File: config.mk
export PLATFORM = sky130hd
export DESIGN_NAME = ode_step_sequencer_flat
export DESIGN_NICKNAME = d
export VERILOG_FILES = /design/src/rtl/ode_step_sequencer_if.sv /design/src/rtl/ode_step_sequencer.sv /design/src/flat_wrapper.sv
export SDC_FILE = /design/constraint.sdc
export NUM_CORES = 1
export LEC_CHECK = 0
export ABC_CLOCK_PERIOD_IN_PS = 4670
export CAP_MARGIN = 5
export CORE_MARGIN = 2
export CORE_UTILIZATION = 54
export CTS_CLUSTER_DIAMETER = 30
export DETAILED_ROUTE_END_ITERATION = 7
export PLACE_DENSITY = 0.79
export SLEW_MARGIN = 5
export SYNTH_ARGS = -nofsm -noshare
export SYNTH_HDL_FRONTEND = slang
export SYNTH_SLANG_ARGS = --single-unit
File: constraint.sdc
create_clock -name clk_i -period 4.67 [get_ports clk_i]
set_input_delay 0.934 -clock clk_i [delete_from_list [all_inputs] [get_ports clk_i]]
set_output_delay 0.934 -clock clk_i [all_outputs]
set_load 0.01 [all_outputs]
File: src/rtl/ode_step_sequencer_if.sv
// Handshake bundle between the ODE step sequencer and the controller, Euler step
// module and interpolator it coordinates.
interface ode_step_sequencer_if #(
  parameter int STEP_CNT_WIDTH = 16
);
  logic                      Process;
  logic                      INT;
  logic [STEP_CNT_WIDTH-1:0] Num_Steps;
  logic                      Euler_Enable;
  logic                      Euler_End;
  logic                      Error_Flag;
  logic                      Chage_State;
  logic                      Change_State_End;
  logic                      Done_Processing;
  logic                      Busy;
  logic                      Fault;
  logic [STEP_CNT_WIDTH-1:0] Step_Count;
  logic [3:0]                Retry_Count;

  modport master (
    output Process, INT, Num_Steps, Euler_End, Error_Flag, Change_State_End,
    input  Euler_Enable, Chage_State, Done_Processing, Busy, Fault,
           Step_Count, Retry_Count
  );

  modport slave (
    input  Process, INT, Num_Steps, Euler_End, Error_Flag, Change_State_End,
    output Euler_Enable, Chage_State, Done_Processing, Busy, Fault,
           Step_Count, Retry_Count
  );
endinterface

File: src/rtl/ode_step_sequencer.sv
// Sequences Euler attempts and interpolator updates for a fixed number of accepted
// ODE steps, with retry limiting, wait timeouts and an abort/clear request.
module ode_step_sequencer #(
  parameter int STEP_CNT_WIDTH = 16,
  parameter int MAX_RETRY      = 4,
  parameter int TIMEOUT_CYCLES = 1024
) (
  input  logic                clk_i,
  input  logic                rst_i,
  ode_step_sequencer_if.slave seq_if
);

  localparam int                TMR_W       = $clog2(TIMEOUT_CYCLES + 1);
  localparam logic [3:0]        RETRY_LIMIT = 4'(MAX_RETRY);
  localparam logic [TMR_W-1:0]  TMR_LAST    = TMR_W'(TIMEOUT_CYCLES - 1);

  typedef enum logic [2:0] {
    IDLE, E_START, E_WAIT, I_START, I_WAIT, DONE, FAULT
  } state_e;

  state_e                    state_q, state_d;
  logic [STEP_CNT_WIDTH-1:0] num_steps_q, num_steps_d;
  logic [STEP_CNT_WIDTH-1:0] step_q, step_d;
  logic [3:0]                retry_q, retry_d;
  logic [TMR_W-1:0]          tmr_q, tmr_d;
  logic                      euler_en_q, chg_state_q, done_q, busy_q, fault_q;

  always_comb begin
    state_d     = state_q;
    num_steps_d = num_steps_q;
    step_d      = step_q;
    retry_d     = retry_q;
    tmr_d       = tmr_q;

    // Abort outranks every other event and leaves the counters untouched.
    if (seq_if.INT) begin
      if (state_q != IDLE) state_d = IDLE;
    end else begin
      unique case (state_q)
        IDLE: begin
          if (seq_if.Process) begin
            num_steps_d = seq_if.Num_Steps;
            step_d      = '0;
            retry_d     = '0;
            state_d     = (seq_if.Num_Steps != '0) ? E_START : DONE;
          end
        end
        E_START: begin
          tmr_d   = '0;
          state_d = E_WAIT;
        end
        E_WAIT: begin
          if (seq_if.Euler_End) begin
            if (seq_if.Error_Flag) begin
              retry_d = retry_q + 4'd1;
              state_d = (retry_d == RETRY_LIMIT) ? FAULT : E_START;
            end else begin
              state_d = I_START;
            end
          end else if (tmr_q == TMR_LAST) begin
            state_d = FAULT;
          end else begin
            tmr_d = tmr_q + 1'b1;
          end
        end
        I_START: begin
          tmr_d   = '0;
          state_d = I_WAIT;
        end
        I_WAIT: begin
          if (seq_if.Change_State_End) begin
            step_d  = step_q + 1'b1;
            retry_d = '0;
            state_d = (step_d == num_steps_q) ? DONE : E_START;
          end else if (tmr_q == TMR_LAST) begin
            state_d = FAULT;
          end else begin
            tmr_d = tmr_q + 1'b1;
          end
        end
        DONE:    state_d = IDLE;
        FAULT:   state_d = FAULT;
        default: state_d = IDLE;
      endcase
    end
  end

  // Outputs are decoded from the next state so each pulse lines up with its state.
  always_ff @(posedge clk_i or posedge rst_i) begin
    if (rst_i) begin
      state_q     <= IDLE;
      num_steps_q <= '0;
      step_q      <= '0;
      retry_q     <= '0;
      tmr_q       <= '0;
      euler_en_q  <= 1'b0;
      chg_state_q <= 1'b0;
      done_q      <= 1'b0;
      busy_q      <= 1'b0;
      fault_q     <= 1'b0;
    end else begin
      state_q     <= state_d;
      num_steps_q <= num_steps_d;
      step_q      <= step_d;
      retry_q     <= retry_d;
      tmr_q       <= tmr_d;
      euler_en_q  <= (state_d == E_START);
      chg_state_q <= (state_d == I_START);
      done_q      <= (state_d == DONE);
      busy_q      <= (state_d != IDLE) && (state_d != FAULT);
      fault_q     <= (state_d == FAULT);
    end
  end

  assign seq_if.Euler_Enable    = euler_en_q;
  assign seq_if.Chage_State     = chg_state_q;
  assign seq_if.Done_Processing = done_q;
  assign seq_if.Busy            = busy_q;
  assign seq_if.Fault           = fault_q;
  assign seq_if.Step_Count      = step_q;
  assign seq_if.Retry_Count     = retry_q;

endmodule
File: src/flat_wrapper.sv
// flat-port wrapper written by rule: the top's interface ports become plain ports
module ode_step_sequencer_flat 
#(
  parameter int STEP_CNT_WIDTH = 16,
  parameter int MAX_RETRY      = 4,
  parameter int TIMEOUT_CYCLES = 1024
)
  (clk_i, rst_i, seq_if_Process, seq_if_INT, seq_if_Num_Steps, seq_if_Euler_End, seq_if_Error_Flag, seq_if_Change_State_End, seq_if_Euler_Enable, seq_if_Chage_State, seq_if_Done_Processing, seq_if_Busy, seq_if_Fault, seq_if_Step_Count, seq_if_Retry_Count);
  ode_step_sequencer_if #(.STEP_CNT_WIDTH(STEP_CNT_WIDTH)) seq_if_i ();
  input  logic clk_i;
  input  logic rst_i;
  input wire logic [$bits(seq_if_i.Process)-1:0] seq_if_Process;
  input wire logic [$bits(seq_if_i.INT)-1:0] seq_if_INT;
  input wire logic [$bits(seq_if_i.Num_Steps)-1:0] seq_if_Num_Steps;
  input wire logic [$bits(seq_if_i.Euler_End)-1:0] seq_if_Euler_End;
  input wire logic [$bits(seq_if_i.Error_Flag)-1:0] seq_if_Error_Flag;
  input wire logic [$bits(seq_if_i.Change_State_End)-1:0] seq_if_Change_State_End;
  output wire logic [$bits(seq_if_i.Euler_Enable)-1:0] seq_if_Euler_Enable;
  output wire logic [$bits(seq_if_i.Chage_State)-1:0] seq_if_Chage_State;
  output wire logic [$bits(seq_if_i.Done_Processing)-1:0] seq_if_Done_Processing;
  output wire logic [$bits(seq_if_i.Busy)-1:0] seq_if_Busy;
  output wire logic [$bits(seq_if_i.Fault)-1:0] seq_if_Fault;
  output wire logic [$bits(seq_if_i.Step_Count)-1:0] seq_if_Step_Count;
  output wire logic [$bits(seq_if_i.Retry_Count)-1:0] seq_if_Retry_Count;
  assign seq_if_i.Process = seq_if_Process;
  assign seq_if_i.INT = seq_if_INT;
  assign seq_if_i.Num_Steps = seq_if_Num_Steps;
  assign seq_if_i.Euler_End = seq_if_Euler_End;
  assign seq_if_i.Error_Flag = seq_if_Error_Flag;
  assign seq_if_i.Change_State_End = seq_if_Change_State_End;
  assign seq_if_Euler_Enable = seq_if_i.Euler_Enable;
  assign seq_if_Chage_State = seq_if_i.Chage_State;
  assign seq_if_Done_Processing = seq_if_i.Done_Processing;
  assign seq_if_Busy = seq_if_i.Busy;
  assign seq_if_Fault = seq_if_i.Fault;
  assign seq_if_Step_Count = seq_if_i.Step_Count;
  assign seq_if_Retry_Count = seq_if_i.Retry_Count;
  ode_step_sequencer #(.STEP_CNT_WIDTH(STEP_CNT_WIDTH), .MAX_RETRY(MAX_RETRY), .TIMEOUT_CYCLES(TIMEOUT_CYCLES)) u_core (.clk_i(clk_i), .rst_i(rst_i), .seq_if(seq_if_i));
endmodule
==> impl_metrics.toml <==
[worst_setup_path]
crit_arrival_ns = 3.29
slowest_delay_ns = 0.58
crit_slowest_cell = "dfrtp_1"
cp_max_fo = 9
path_cells = "ha_1 > nand3_2 > or3_2 > xnor2_1 > a2111o_1 > or4_4 > and4_1"
cp_top_family = "simple AND/OR/NAND/NOR gates"
end_kind = "register"
cp.buffers_inverters = 0
critPathRequiredTime_ns = 4.88
criticalPathCategory = "register to register"
crit_path_start_kind = "register"

[grt]
grt_max_degree = 40
grt_first_pass_wirelength_microns = 12700
antenna_found_initial = 0
grt_pass1_vias = 2622
grt_use_total_pct = 24.9
overflow = 0

[yosys]
synth.area.top_cells = "dfrtp_1 43%, mux2_2 5.9%, o21ai_0 5.3%"
yosysTopAreaCellShare_pct = 42.6
syn_avg_cell_area_sq_um = 9.59
ys_seq_area_share_pct = 42.6
ys_async_sr_fraction_pct = 100
yosys_warnings = 0
synthCells = 337
post_synth_num_cell_types = 53
syn_area_sq_um = 3230
synth_top_area_cell = "dfrtp_1"
synthFlopType = "dfrtp_1"
synth_edf_count = 0
synth_seq_cells = 55
synth_fp_nets = 364

[cells_and_area]
layout.nets = 406
diodes = 0
fin_util_pct = 65.4
fin_cells = 455
final_common_cell = "dfrtp_1"
mostFrequentLayoutCells = "55 x dfrtp_1, 47 x clkdlybuf4s50_1, 34 x o21ai_0"
drive_above_1_share_pct = 10.3
area_growth_pct = 18.5
fill_cells = 489
regArea_sq_um = 1380
multi_input_area_sq_um = 1760

[placed_design]
place_inst = 447
place_congestion = 0.876
portBuffers = 47
dp_hpwl_microns = 5360

[timing]
tightestPinTransition_ns = 0.795
slew_violations = 0
finalSetupViolations = 0
grt_setup_unrepaired = "false"
fin_crit_ns = 3.08
period_share_pct = 65.9
finalClockSkew_ns = 0.00607
relSlewSlack_pct = 46.5
finalHoldViolCount = 0
timing.fmax_mhz = 325
fin_setup_tns_ns = 0

[route]
avgViaCountPerCell = 5.97
drc = 0
firstDrtPassIters = 4
wl_per_cell_microns = 16.2
drt_iter0_drc = 171
vias = 2717
ant_nets = 0
postRouteWirelength_microns = 7380

[floorplan]
rows = 28
die_width_microns = 81.3
die_area_sq_um = 6620
core_region_area_sq_um = 5850
fp.dieH_microns = 81.3
io-pin-count = 48
start_util_pct = 55.2

[cts]
cts_buffers = 5
cts_tree = "done"
clk_latency_ns = 0.31
h-tree-depth = 2
ctsResizeCount = 0
post-cts-setup-buffers = 0
postCtsHoldBufs = 0
path_clk_slew_ns = 0.10
cts_root_buf = "clkbuf_8"
cts.sinks = 55
clk_path_buf_depth = 2

[power_and_ir_drop]
power_w = 0.00103
p_comb_share_pct = 19.0
internal_power_w = 0.000731
pwr_density_cell_nw_per_um2 = 268
pwr-share-clk_pct = 25.9
leakage_nw = 1.52
switching_power_w = 0.000296
p_sw_share_pct = 28.8
p_seq_share_pct = 55.1
vdd.ir_drop.worst_v = 0.000177

[status]
status = "finished clean"

[run]
cap_violations = 0

[worst_hold_path]
hp-class = "register to register"
==> kinds of logic after synthesis <==
kind of cell	share of synthesized area [%]
xor gates and xnor gates	7.86
buffers and inverters	2.79
and+or+nand+nor	24.6
DFF	42.6
AOI/OAI and AO/OA	14.3
adders and majority gates	1.55
muxes	6.24
==> worst reg2reg max path: stages (launching register included) <==
cell and delay (ns):
dfrtp_1 0.58, ha_1 0.35, nand3_2 0.22, or3_2 0.56, xnor2_1 0.16, a2111o_1 0.38, or4_4 0.52, and4_1 0.21
==> area by class of cell <==
cell class                 count  share of cell area, %
clock inverter                 3                  0.523
multi-input combinational    262                   46.1
inverter                       7                  0.686
timing repair buffer          48                   12.5
tap                           75                   2.45
clock buffer                   5                   1.80
sequential                    55                   36.0
==> sequential cells by signal, summed over array words and instances, names as in the netlist <==
register,count
u_core.num_steps_q,16
u_core.seq_if.Step_Count,16
u_core.tmr_q,11
u_core.seq_if.Retry_Count,4
u_core.state_q,3
u_core.seq_if.Busy,1
u_core.seq_if.Chage_State,1
u_core.seq_if.Done_Processing,1
u_core.seq_if.Euler_Enable,1
u_core.seq_if.Fault,1
==> cells in the mapped netlist, types with 3 or more instances <==
cell      number
a31oi_1        3
ha_1           4
inv_1          7
o21a_1         3
nand3b_1       5
nand3_1       15
xor2_1        12
buf_4          4
o31ai_1        6
nor2_1        31
nand4_1        6
nor4_2         3
a21oi_1        6
nand2_1       31
o21ai_0       34
and2_1         5
nor3_1         6
mux2_2        17
nor3b_1        5
xnor2_1       17
dfrtp_1       55
nand2b_1       5
clkbuf_1       9
nor4_1         6
nor2b_1        5
==> per-stage QoR <==
step                      setup slack [ns]  area, sq um  hold WS, ns
after floorplan                       1.88         3230        0.475
after global placement                1.61         3740        0.489
after detailed placement              1.52         3740        0.507
after CTS                             1.61         3830        0.513
after global routing                  1.47         3830        0.529
final                                 1.59         3830        0.514
==> path summary, 6_finish.rpt <==
kind,from,endpoint,slack [ns],cells after the start
max in group asynchronous,rst_i,u_core.num_steps_q[13],2.94,3
hold reg to reg,u_core.tmr_q[9],u_core.tmr_q[10],0.51,1
setup reg to reg,u_core.seq_if.Step_Count[0],u_core.seq_if.Euler_Enable,1.59,7
hold / removal,u_core.tmr_q[9],u_core.tmr_q[10],0.51,1
setup / recovery,u_core.seq_if.Step_Count[0],u_core.seq_if.Euler_Enable,1.59,7
min in group asynchronous,rst_i,u_core.num_steps_q[8],0.91,2
==> per-layer routing <==
layer	part of all wire, %	GRT usage [%]	wire length [microns]	vias up
met5	0	0	0	-
met4	1.6	7.46	119	0
met3	4.8	4.89	353	9
met2	49	41.6	3610	74
met1	45	32.7	3290	1322
li1	-	-	-	1312
==> power by group through the flow <==
stage | sequential (W) | combinational, W | clock, W
2_1_floorplan | 0.000559 | 0.000138 | 0
3_3_place_gp | 0.000572 | 0.000189 | 0
3_5_place_dp | 0.000575 | 0.000194 | 0
4_1_cts | 0.000565 | 0.000196 | 0.000272
5_1_grt | 0.000574 | 0.000215 | 0.000293
6_report | 0.000566 | 0.000195 | 0.000266
No activity file was read; power rests on OpenSTA's default activity.
